### src/rtl/tsu_pkg.sv
// Shared definitions for the TSU timestamp readout path: register map, CTRL bits,
// queue entry field layout and reader FSM encoding.
package tsu_pkg;

    localparam int BUS_AW   = 3;
    localparam int BUS_DW   = 32;
    localparam int ENTRY_W  = 128;
    localparam int LVL_W    = 4;
    localparam int CNT_W    = 16;

    localparam logic [BUS_AW-1:0] ADDR_STAT  = 3'd0;
    localparam logic [BUS_AW-1:0] ADDR_CTRL  = 3'd1;
    localparam logic [BUS_AW-1:0] ADDR_DATA0 = 3'd2;
    localparam logic [BUS_AW-1:0] ADDR_DATA1 = 3'd3;
    localparam logic [BUS_AW-1:0] ADDR_DATA2 = 3'd4;
    localparam logic [BUS_AW-1:0] ADDR_DATA3 = 3'd5;

    localparam int CTRL_RELEASE_BIT = 0;
    localparam int CTRL_CLEAR_BIT   = 1;
    localparam int CTRL_AUTOPOP_BIT = 2;

    // Entry layout: {16'd0, sec48, ns32, msgId4, ckSum12, seqId16}
    localparam int SEQID_LSB = 0;
    localparam int SEQID_W   = 16;
    localparam int CKSUM_LSB = 16;
    localparam int CKSUM_W   = 12;
    localparam int MSGID_LSB = 28;
    localparam int MSGID_W   = 4;
    localparam int NS_LSB    = 32;
    localparam int NS_W      = 32;
    localparam int SEC_LSB   = 64;
    localparam int SEC_W     = 48;

    typedef enum logic [1:0] {
        ST_IDLE = 2'd0,
        ST_REQ  = 2'd1,
        ST_WAIT = 2'd2,
        ST_HOLD = 2'd3
    } rd_state_e;

    function automatic logic [BUS_DW-1:0] entry_word(input logic [ENTRY_W-1:0] e,
                                                     input logic [1:0] idx);
        return e[idx*BUS_DW +: BUS_DW];
    endfunction

endpackage

### src/rtl/tsu_ts_reader_if.sv
// CPU-side register bus of the timestamp reader: single-cycle strobes, registered read data.
interface tsu_ts_reader_if;
    import tsu_pkg::*;

    logic [BUS_AW-1:0] bus_addr;
    logic              bus_rd;
    logic              bus_wr;
    logic [BUS_DW-1:0] bus_wdata;
    logic [BUS_DW-1:0] bus_rdata;

    modport master (output bus_addr, bus_rd, bus_wr, bus_wdata, input bus_rdata);
    modport slave  (input bus_addr, bus_rd, bus_wr, bus_wdata, output bus_rdata);

endinterface

### src/rtl/tsu_ts_reader.sv
// Pops one timestamp entry at a time from the TSU queue into a holding register
// and exposes it as four 32-bit words plus status, consumed count and a level irq.
module tsu_ts_reader
    import tsu_pkg::*;
#(
    parameter int RD_LATENCY   = 1,
    parameter bit AUTO_POP_RST = 1'b1
) (
    input  logic                 clk,
    input  logic                 rst_n,
    output logic                 q_rd_en,
    input  logic [7:0]           q_rd_stat,
    input  logic [ENTRY_W-1:0]   q_rd_data,
    tsu_ts_reader_if.slave       bus,
    output logic                 irq
);

    localparam logic [1:0] LAT_LAST = 2'(RD_LATENCY - 1);

    rd_state_e            state_q, state_d;
    logic [1:0]           lat_cnt_q, lat_cnt_d;
    logic [ENTRY_W-1:0]   hold_q, hold_d;
    logic                 hold_valid_q, hold_valid_d;
    logic [CNT_W-1:0]     cons_cnt_q, cons_cnt_d;
    logic                 auto_pop_q, auto_pop_d;
    logic [BUS_DW-1:0]    rdata_q, rdata_d;

    logic                 ctrl_wr;
    logic                 release_ev;
    logic                 unused_bits;

    assign unused_bits   = ^{q_rd_stat[7:4], bus.bus_wdata[BUS_DW-1:3]};
    assign irq           = hold_valid_q;
    assign bus.bus_rdata = rdata_q;

    function automatic logic [BUS_DW-1:0] read_word(input logic [BUS_AW-1:0] addr);
        logic [BUS_AW-1:0] off;
        off = addr - ADDR_DATA0;
        case (addr)
            ADDR_STAT:  return {cons_cnt_q, 7'd0, hold_valid_q, 4'd0, q_rd_stat[LVL_W-1:0]};
            ADDR_CTRL:  return {29'd0, auto_pop_q, 2'b00};
            ADDR_DATA0, ADDR_DATA1, ADDR_DATA2, ADDR_DATA3:
                return hold_valid_q ? entry_word(hold_q, off[1:0]) : '0;
            default:    return '0;
        endcase
    endfunction

    always_comb begin
        state_d      = state_q;
        lat_cnt_d    = lat_cnt_q;
        hold_d       = hold_q;
        hold_valid_d = hold_valid_q;
        cons_cnt_d   = cons_cnt_q;
        auto_pop_d   = auto_pop_q;
        rdata_d      = rdata_q;
        q_rd_en      = 1'b0;

        ctrl_wr    = bus.bus_wr && (bus.bus_addr == ADDR_CTRL);
        // A CTRL release and an auto-pop DATA3 read collapse into a single event.
        release_ev = hold_valid_q && (state_q == ST_HOLD) &&
                     ((ctrl_wr && bus.bus_wdata[CTRL_RELEASE_BIT]) ||
                      (bus.bus_rd && (bus.bus_addr == ADDR_DATA3) && auto_pop_q));

        case (state_q)
            ST_IDLE: begin
                if (!hold_valid_q && (q_rd_stat[LVL_W-1:0] != '0))
                    state_d = ST_REQ;
            end
            ST_REQ: begin
                q_rd_en   = 1'b1;
                lat_cnt_d = '0;
                state_d   = ST_WAIT;
            end
            ST_WAIT: begin
                if (lat_cnt_q == LAT_LAST) begin
                    hold_d       = q_rd_data;
                    hold_valid_d = 1'b1;
                    state_d      = ST_HOLD;
                end else begin
                    lat_cnt_d = lat_cnt_q + 2'd1;
                end
            end
            ST_HOLD: begin
                if (release_ev) begin
                    hold_valid_d = 1'b0;
                    state_d      = ST_IDLE;
                end
            end
            default: state_d = ST_IDLE;
        endcase

        if (ctrl_wr && bus.bus_wdata[CTRL_CLEAR_BIT])
            cons_cnt_d = '0;
        else if (release_ev)
            cons_cnt_d = cons_cnt_q + 16'd1;

        if (ctrl_wr)
            auto_pop_d = bus.bus_wdata[CTRL_AUTOPOP_BIT];

        // Reads sample pre-edge state, so an auto-pop DATA3 read returns the released entry.
        if (bus.bus_rd)
            rdata_d = read_word(bus.bus_addr);
    end

    always_ff @(posedge clk or negedge rst_n) begin
        if (!rst_n) begin
            state_q      <= ST_IDLE;
            lat_cnt_q    <= '0;
            hold_q       <= '0;
            hold_valid_q <= 1'b0;
            cons_cnt_q   <= '0;
            auto_pop_q   <= AUTO_POP_RST;
            rdata_q      <= '0;
        end else begin
            state_q      <= state_d;
            lat_cnt_q    <= lat_cnt_d;
            hold_q       <= hold_d;
            hold_valid_q <= hold_valid_d;
            cons_cnt_q   <= cons_cnt_d;
            auto_pop_q   <= auto_pop_d;
            rdata_q      <= rdata_d;
        end
    end

endmodule

### src/flat_wrapper.sv
// flat-port wrapper written by rule: the top's interface ports become plain ports
module tsu_ts_reader_flat import tsu_pkg::*;
#(
    parameter int RD_LATENCY   = 1,
    parameter bit AUTO_POP_RST = 1'b1
)
  (clk, rst_n, q_rd_en, q_rd_stat, q_rd_data, irq, bus_bus_addr, bus_bus_rd, bus_bus_wr, bus_bus_wdata, bus_bus_rdata);
  tsu_ts_reader_if bus_i ();
  input  logic clk;
  input  logic rst_n;
  output logic q_rd_en;
  input  logic [7:0] q_rd_stat;
  input  logic [ENTRY_W-1:0] q_rd_data;
  output logic irq;
  input wire logic [$bits(bus_i.bus_addr)-1:0] bus_bus_addr;
  input wire logic [$bits(bus_i.bus_rd)-1:0] bus_bus_rd;
  input wire logic [$bits(bus_i.bus_wr)-1:0] bus_bus_wr;
  input wire logic [$bits(bus_i.bus_wdata)-1:0] bus_bus_wdata;
  output wire logic [$bits(bus_i.bus_rdata)-1:0] bus_bus_rdata;
  assign bus_i.bus_addr = bus_bus_addr;
  assign bus_i.bus_rd = bus_bus_rd;
  assign bus_i.bus_wr = bus_bus_wr;
  assign bus_i.bus_wdata = bus_bus_wdata;
  assign bus_bus_rdata = bus_i.bus_rdata;
  tsu_ts_reader #(.RD_LATENCY(RD_LATENCY), .AUTO_POP_RST(AUTO_POP_RST)) u_core (.clk(clk), .rst_n(rst_n), .q_rd_en(q_rd_en), .q_rd_stat(q_rd_stat), .q_rd_data(q_rd_data), .bus(bus_i), .irq(irq));
endmodule
### config.mk
export PLATFORM = sky130hd
export DESIGN_NAME = tsu_ts_reader_flat
export DESIGN_NICKNAME = d
export VERILOG_FILES = /design/src/rtl/tsu_pkg.sv /design/src/rtl/tsu_ts_reader_if.sv /design/src/rtl/tsu_ts_reader.sv /design/src/flat_wrapper.sv
export SDC_FILE = /design/constraint.sdc
export NUM_CORES = 1
export LEC_CHECK = 0
export CAP_MARGIN = 20
export CORE_UTILIZATION = 46
export CTS_BUF_LIST = sky130_fd_sc_hd__clkbuf_4
export DETAILED_ROUTE_END_ITERATION = 10
export MAX_ROUTING_LAYER = met4
export PLACE_DENSITY = 0.81
export SYNTH_ARGS = -nofsm -noshare
export SYNTH_HDL_FRONTEND = slang
export SYNTH_SLANG_ARGS = --single-unit
### constraint.sdc
create_clock -name clk -period 1.67 [get_ports clk]
set_input_delay 0.334 -clock clk [delete_from_list [all_inputs] [get_ports clk]]
set_output_delay 0.334 -clock clk [all_outputs]
set_load 0.05 [all_outputs]
== Yosys cells after proc, flatten, opt, wreduce, memory -nomap -nowiden ==
Index checks and enable logic that the tools add are counted.

* Eq/ne operators: 12
* $add $sub $neg: 3
* Reduce and logical (&&, ||, !) cells: 22
* Multiplexer cells: 14
* Shifts and indexed selects: 1

{| class="wikitable"
|+ Operators with widths
! operator !! number
|-
| indexed part select 128 x 8 -> 32 bit || 1
|-
| one-hot mux 32 bit (3 select lines) || 1
|-
| 2-to-1 mux 16 bit || 2
|-
| 2-to-1 mux 32 bit || 1
|-
| adder 16 x 1 -> 16 bit (second input constant) || 1
|-
| logical AND 1 bit || 8
|-
| 2-to-1 mux 2 bit || 4
|-
| one-hot mux 2 bit (4 select lines) || 1
|-
| equality test 3 x 2 -> 1 bit (second input constant) || 2
|-
| equality test 3 bit (second input constant) || 2
|-
| != test 2 x 1 -> 1 bit (second input constant) || 3
|-
| AND reduction 3 bit || 2
|-
| nonzero test 2 bit || 3
|-
| equality test 2 bit (second input constant) || 2
|-
| logical NOT 2 bit || 2
|-
| one-hot mux 2 bit (2 select lines) || 1
|-
| AND reduction 2 bit || 2
|-
| nonzero test 4 bit || 1
|-
| OR reduction 4 bit || 1
|-
| equality test 3 x 1 -> 1 bit (second input constant) || 1
|-
| logical NOT 3 bit || 1
|-
| 2-to-1 mux 1 bit || 3
|-
| adder 2 x 1 -> 2 bit (second input constant) || 1
|-
| equality test 2 x 1 -> 1 bit (second input constant) || 1
|-
| other kinds (5) || 5
|}

* Register bits after elaboration: 182
* Input port bits: 175
* Output and inout port bits: 34

== Logic depth before layout (Yosys ltp) ==
Gate-level depths: netlist (run 1).

* Depth in word-level cells: 7
* Mapped depth: 7
* Depth with buffers taken out: 5

== Worst setup path before layout (run 1) ==
OpenSTA, ideal clock, no wires.

* Kind: register to register
* From: register u_core.hold_valid_q (netlist: u_core.irq)
* To: register u_core.cons_cnt_q[5]
* Path slack: -0.179 ns
* Cell stages (with the launch flop): 6
* Required time: 1.592 ns
* Library setup time: 0.078 ns
* Arrival: 1.772 ns
* Path buffers: 1
* Period minus slack after synthesis: 1.849 ns
* Cell sequence: dfrtp_1 buf_2 and2_1 nand3_1 or4_1 a21oi_1

* Longest elaborated chain between the ends: 3

{| class="wikitable"
|+ RTL lines
! item !! line !! text
|-
| start, declared || tsu_ts_reader.sv:23 || <nowiki>logic hold_valid_q, hold_valid_d;</nowiki>
|-
| start signal, assigned || tsu_ts_reader.sv:118 || <nowiki>hold_valid_q <= hold_valid_d;</nowiki>
|-
| logical AND 1 bit (2 in a row) || tsu_ts_reader.sv:60 || <nowiki>release_ev = hold_valid_q && (state_q == ST_HOLD) &&</nowiki>
|-
| nonzero test 2 bit (no source line) || n/a ||
|-
| end signal, assigned || tsu_ts_reader.sv:119 || <nowiki>cons_cnt_q <= cons_cnt_d;</nowiki>
|-
| end, declared || tsu_ts_reader.sv:24 || <nowiki>logic [CNT_W-1:0] cons_cnt_q, cons_cnt_d;</nowiki>
|}

Every way passes these cells.
A chain may end at the register's enable or synchronous reset.

== Worst setup path in the final report (run 1) ==
* From: register u_core.state_q[0]
* To: output port q_rd_en

* Longest elaborated chain between the ends: 2

{| class="wikitable"
|+ RTL lines
! item !! line !! text
|-
| start, declared || tsu_ts_reader.sv:20 || <nowiki>rd_state_e state_q, state_d;</nowiki>
|-
| start signal, assigned || tsu_ts_reader.sv:115 || <nowiki>state_q <= state_d;</nowiki>
|-
| equality test 2 x 1 -> 1 bit || tsu_ts_reader.sv:64 || <nowiki>case (state_q)</nowiki>
|-
| 2-to-1 mux 1 bit || tsu_ts_reader.sv:64 ||
|-
| end, declared || flat_wrapper.sv:11 || <nowiki>output logic q_rd_en;</nowiki>
|}

Every way passes these cells.

==> flow_summary.json, run 1 <==
{
  "violations": "setup timing",
  "yosys-top-cells-count": "181 x dfrtp_1, 129 x mux2_2, 32 x mux4_2",
  "cellPowerDensity_nw_per_um2": 1600,
  "syn_nets": 759,
  "crit_start": "u_core.state_q[0]",
  "ir_drop_mv": 0.858,
  "fin_nets": 989,
  "async_reset_ff_frac": 1.00,
  "vias": 5944,
  "htree_levels": 4,
  "grt_pass1_vias": 6191,
  "netlist_instances": 578,
  "drc_errors": 0,
  "drtPass1Iterations": 5,
  "post_drt_wl_per_cell_um": 21.1,
  "fp.dieW_um": 136,
  "cp_cell_sequence": "buf_6 -> ha_4 -> buf_12",
  "synth_area_um2": 8210,
  "fill_cells": 1175,
  "status": "finished with violations",
  "cts_tree": "yes",
  "rows": 48,
  "root_buffer": "clkbuf_4",
  "synth-edff-count": 0,
  "ys_warn_count": 0,
  "ys_seq_area_frac": 0.555,
  "min_path_type": "input port to async pin",
  "dr_wl_met3_um": 1040,
  "synth_top_area_frac": 0.551,
  "hold_viol": 0,
  "drt-met1-wl_um": 9010,
  "slew_viol_final": 0,
  "io_buffers": 175,
  "cts_buffer_depth": 2,
  "final_cell_count_no_fill": 1047,
  "fin_crit_ns": 1.78,
  "start_util": 0.473,
  "insertion_delay_ns": 0.58,
  "wl_um": 22100,
  "drtAntennaViolNets": 0,
  "vias_per_cell": 5.68,
  "crit_path_start_kind": "register",
  "worstPathArrival_ns": 1.45,
  "syn2layout_area_growth_pct": 40.4,
  "critical-path-slowest-cell": "dfrtp_1",
  "met2_length_um": 11500,
  "crit_type": "register to primary output",
  "gp_congestion": 0.848,
  "yosysTopAreaCell": "dfrtp_1",
  "worst-path-buf-inv": 2,
  "cts.sinks": 182,
  "coreArea_um2": 17400,
  "boundaryPins": 209,
  "synth_seq_cells": 182,
  "critPathCaptureType": "primary output",
  "setup_viol": 44,
  "top_layer_used": "met4",
  "p_leak_nw": 4.91,
  "period_share": 1.07,
  "reg2reg_from": "u_core.state_q[0]",
  "grt_pass1_wl_um": 33100,
  "grt_max_degree": 64,
  "slew_headroom": 0.691,
  "hpwl_um": 14800,
  "globalRouteOverflowTotal": 0,
  "synth_area_per_cell_um2": 14.2,
  "cp.required_ns": 1.34,
  "reg2reg_depth": 6,
  "synth_area_leaders": "dfrtp_1 55%, mux2_2 18%, mux4_2 8.8%",
  "antenna_found_initial": 1,
  "crit_family": "flip-flops",
  "max_clock_freq_mhz": 562,
  "max_stage_delay_ns": 0.42,
  "drive_gt1_frac": 0.420,
  "synthMostInstantiatedCell": "dfrtp_1",
  "clk_pin_slew_ns": 0.15,
  "numCtsBuffers": 17,
  "ys.flop_type": "dfrtp_1",
  "maxCapViolCount": 0,
  "final_area_um2": 11500,
  "synth_cell_type_count": 46,
  "grt_usage": 0.247,
  "clock_skew_ns": 0.0185,
  "placed_area_um2": 10500,
  "drt-initial-drc-count": 388,
  "die_h_um": 136,
  "design.die.area_um2": 18400,
  "rsz0062_at_grt": "true",
  "placed_cells": 983,
  "setup_ws_ns": -0.109,
  "cp_max_fo": 2,
  "cp.depth": 3,
  "tightest_slew_ns": 0.463
}
## power breakdown
| group | switching [mW] | total [mW] | internal (mW) |
|---|---|---|---|
| combinational | 3.68 | 8.41 | 4.74 |
| sequential | 1.06 | 7.40 | 6.34 |
| clock | 1.58 | 2.66 | 1.07 |
## per-stage QoR
step / utilization / total power, mW / worst slack, ns / hold WS, ns / TNS, ns
6_report: 0.664 / 18.5 / -0.109 / 0.129 / -1.04
2_1_floorplan: - / 12.2 / -0.00799 / 0.0384 / -0.319
3_3_place_gp: 0.606 / 14.1 / -0.426 / 0.168 / -11.98
5_1_grt: 0.664 / 19.4 / -0.184 / 0.0792 / -5.12
4_1_cts: 0.636 / 17.5 / -0.133 / 0.0892 / -1.81
3_5_place_dp: 0.606 / 14.6 / -0.462 / 0.174 / -14.10
## layout make-up
type,count,area [um^2],area share
Tap cell,225,282,0.0244
Inverter,17,63.8,0.00553
Sequential cell,182,4560,0.395
Timing Repair Buffer,249,2660,0.230
Clock inverter,14,175,0.0152
Antenna cell,1,2.50,0.000217
Clock buffer,18,135,0.0117
Multi-Input combinational cell,341,3660,0.317
## registers in the layout (all words and copies together), names as in the netlist
register	flops
u_core.hold_q	128
u_core.bus.bus_rdata	32
u_core.cons_cnt_q	16
u_core.lat_cnt_q	2
u_core.state_q	2
u_core.auto_pop_q	1
u_core.irq	1
## routing by layer
| layer | track usage | vias up |
|---|---|---|
| li1 | - | 2606 |
| met1 | 0.304 | 3089 |
| met2 | 0.403 | 207 |
| met3 | 0.0490 | 42 |
| met4 | 0.0924 | 0 |
| met5 | - | - |
## worst register-to-register path: stages (launching register included)
cell and delay, ns:
dfrtp_1 0.40, buf_4 0.14, ha_4 0.17, and4_4 0.26, nand2_1 0.07, or4_1 0.51, a21oi_1 0.16
## worst paths after layout
check / to / slack (ns)
min reg2reg: u_core.hold_q[6] / 0.52
max: q_rd_en / -0.11
max in group asynchronous: u_core.auto_pop_q / 0.94
max reg2reg: u_core.cons_cnt_q[9] / -0.10
min in group clk: u_core.bus.bus_rdata[2] / 0.26
min: u_core.hold_q[106] / 0.13
## cell families (layout without fill, tap and decap cells)
kind of cell,count (synthesis),in the layout,synth area share
flip-flops,182,182,0.555
multiplexers,165,165,0.269
AND/OR/NAND/NOR,93,95,0.0667
AO/OA/AOI/OAI,73,73,0.0669
buffers and inverters,57,298,0.0311
adder cells (fa/ha/maj),6,6,0.00914
XOR/XNOR,2,2,0.00213
other,0,1,0
## cell usage in the layout (no fill, tap or decap), types with 3 or more instances in the layout
| cell type | count |
|---|---|
| a211oi_1 | 3 |
| a21oi_1 | 7 |
| a21oi_2 | 4 |
| a221o_1 | 20 |
| and3_1 | 3 |
| buf_12 | 14 |
| buf_16 | 4 |
| buf_4 | 71 |
| buf_6 | 9 |
| bufinv_16 | 3 |
| clkbuf_16 | 8 |
| clkbuf_4 | 18 |
| clkdlybuf4s50_1 | 138 |
| clkinv_2 | 3 |
| clkinv_4 | 3 |
| dfrtp_1 | 179 |
| ha_4 | 4 |
| inv_1 | 15 |
| mux2_2 | 129 |
| mux2i_1 | 4 |
| mux4_2 | 32 |
| nand2_1 | 24 |
| nand2b_1 | 8 |
| nand3_1 | 6 |
| nand4_1 | 4 |
| nor2b_1 | 22 |
| o21ai_0 | 14 |
| o21ai_1 | 3 |
| o31ai_1 | 5 |
| or4_1 | 3 |
## timing repair
item / in CTS / in global routing
endpoints found under the setup margin: 14 / 118
gates cloned: 3 / 12
pin swaps: 13 / 12
buffers inserted: 4 / 11
hold endpoints to repair: 181 / 0
resized for setup: 23 / 42
hold buffers: 1 / 0
(Power assumes the default switching activity.)
==> run 2: changes to the inputs <==
CAP_MARGIN = unset   (was 20)
CELL_PAD_IN_SITES_DETAIL_PLACEMENT = 1   (was unset)
CELL_PAD_IN_SITES_GLOBAL_PLACEMENT = 1   (was unset)
CORE_UTILIZATION = 37   (was 46)
==> flow_summary.json, run 2 (synthesis gave the netlist of run 1 again) <==
{
  "status": "finished with violations",
  "violations": "setup timing",
  "rows": 54,
  "crit_family": "simple AND/OR/NAND/NOR gates",
  "coreArea_um2": 21800,
  "maxCapViolCount": 0,
  "top_layer_used": "met4",
  "vias": 5954,
  "drive_gt1_frac": 0.437,
  "crit_path_start_kind": "register",
  "regMostFlops": "u_core.hold_q",
  "drtPass1Iterations": 4,
  "grt_pass1_wl_um": 36600,
  "max_clock_freq_mhz": 573,
  "wl_um": 25300,
  "antenna_found_initial": 2,
  "critical-path-slowest-cell": "dfstp_2",
  "grt_max_degree": 45,
  "mostFrequentLayoutCells": "177 x dfrtp_1, 137 x clkdlybuf4s50_1, 129 x mux2_2, 81 x buf_4, 32 x mux4_2",
  "grt_usage": 0.224,
  "syn2layout_area_growth_pct": 41.2,
  "critPathCaptureType": "register",
  "drt-initial-drc-count": 285,
  "max_stage_delay_ns": 0.56,
  "root_buffer": "clkbuf_4",
  "min_path_type": "input port to async pin",
  "tns_ns": -0.278,
  "period_share": 1.05,
  "setup_ws_ns": -0.0753,
  "cp.required_ns": 2.19,
  "cts_buffer_depth": 2,
  "globalRouteOverflowTotal": 0,
  "cp_max_fo": 6,
  "numCtsBuffers": 17,
  "io_buffers": 175,
  "p_leak_nw": 4.89,
  "cp_cell_sequence": "and4b_2 -> a22oi_2 -> buf_4 -> or3_4 -> a21oi_2",
  "fp.dieW_um": 151,
  "dr_wl_met3_um": 1020,
  "pre_cts_slack_ns": -0.490,
  "clock_skew_ns": 0.0260,
  "tightest_slew_ns": 0.472,
  "fin_crit_ns": 1.75,
  "worst-path-buf-inv": 1,
  "mostFrequentLayoutCell": "dfrtp_1",
  "drt-met1-wl_um": 10100,
  "rsz0062_at_grt": "true",
  "gp_congestion": 0.849,
  "start_util": 0.376,
  "worstPathArrival_ns": 2.27,
  "hold_viol": 0,
  "met2_length_um": 13700,
  "setup_viol": 11,
  "fin_nets": 995,
  "slew_headroom": 0.685,
  "vias_per_cell": 5.37,
  "fill_cells": 2156,
  "slew_viol_final": 0,
  "insertion_delay_ns": 0.58,
  "design.die.area_um2": 22800,
  "htree_levels": 4,
  "hpwl_um": 17300,
  "final_util": 0.531,
  "grt_pass1_vias": 6514,
  "drc_errors": 0,
  "largest_reg_flops": 128,
  "boundaryPins": 209,
  "clk_pin_slew_ns": 0.15,
  "drtAntennaViolNets": 0,
  "crit_type": "register to register",
  "finalPower_mw": 18.4,
  "cellPowerDensity_nw_per_um2": 1580,
  "cts.sinks": 182,
  "cts_tree": "yes",
  "ir_drop_mv": 0.578,
  "post_drt_wl_per_cell_um": 22.8,
  "die_h_um": 151
}
run 2: power breakdown:
group | internal, mW | total [mW] | switching [mW]
clock network | 0.919 | 2.46 | 1.54
logic | 4.69 | 8.41 | 3.72
registers | 6.34 | 7.49 | 1.14
run 2: path summary, 6_finish.rpt:
kind,from,to,slack [ns],depth (start not counted)
worst max-delay path,u_core.auto_pop_q,u_core.cons_cnt_q[11],-0.08,5
worst min-delay path,rst_n,u_core.hold_q[75],0.23,2
worst max register to register,u_core.auto_pop_q,u_core.cons_cnt_q[11],-0.08,5
worst min register to register,u_core.hold_q[63],u_core.hold_q[63],0.52,1
max in group asynchronous,rst_n,u_core.hold_q[50],0.79,3
min in group clk,bus_bus_rd,u_core.bus.bus_rdata[5],0.33,3
run 2: routing by layer:
metal | global-route usage | vias to the layer above
met5 | - | -
li1 | - | 2620
met1 | 0.265 | 3123
met4 | 0.0685 | 0
met2 | 0.379 | 169
met3 | 0.0503 | 42
run 2: repair_timing:
action	in CTS	in global routing
setup buffers	9	11
hold buffers	1	0
cloned	1	8
endpoints found under the hold margin	39	0
pin swaps	15	14
resized for setup	30	41
endpoints found under the setup margin	12	116
run 2: worst reg2reg max path, stage by stage (launching register included):
cell     delay [ns]
dfstp_2        0.56
and4b_2        0.31
a22oi_2        0.14
buf_4          0.19
or3_4          0.36
a21oi_2        0.13
run 2: through the flow:
stage	hold WS (ns)	area, um^2	instances
after global placement	0.282	10600	1045
after global routing	0.225	11600	1109
after CTS	0.224	11100	1088
after detailed placement	0.300	10600	1045
after floorplan	0.0384	8230	578
final	0.229	11600	1109
run 2: area by class of cell:
class	count	area, um^2	share of cell area
sequential	182	4560	0.393
multi-input combinational	340	3710	0.320
timing repair buffer	256	2630	0.227
tap	280	350	0.0302
clock buffer	19	143	0.0123
clock inverter	13	130	0.0112
inverter	17	63.8	0.00550
antenna	2	5.00	0.000432
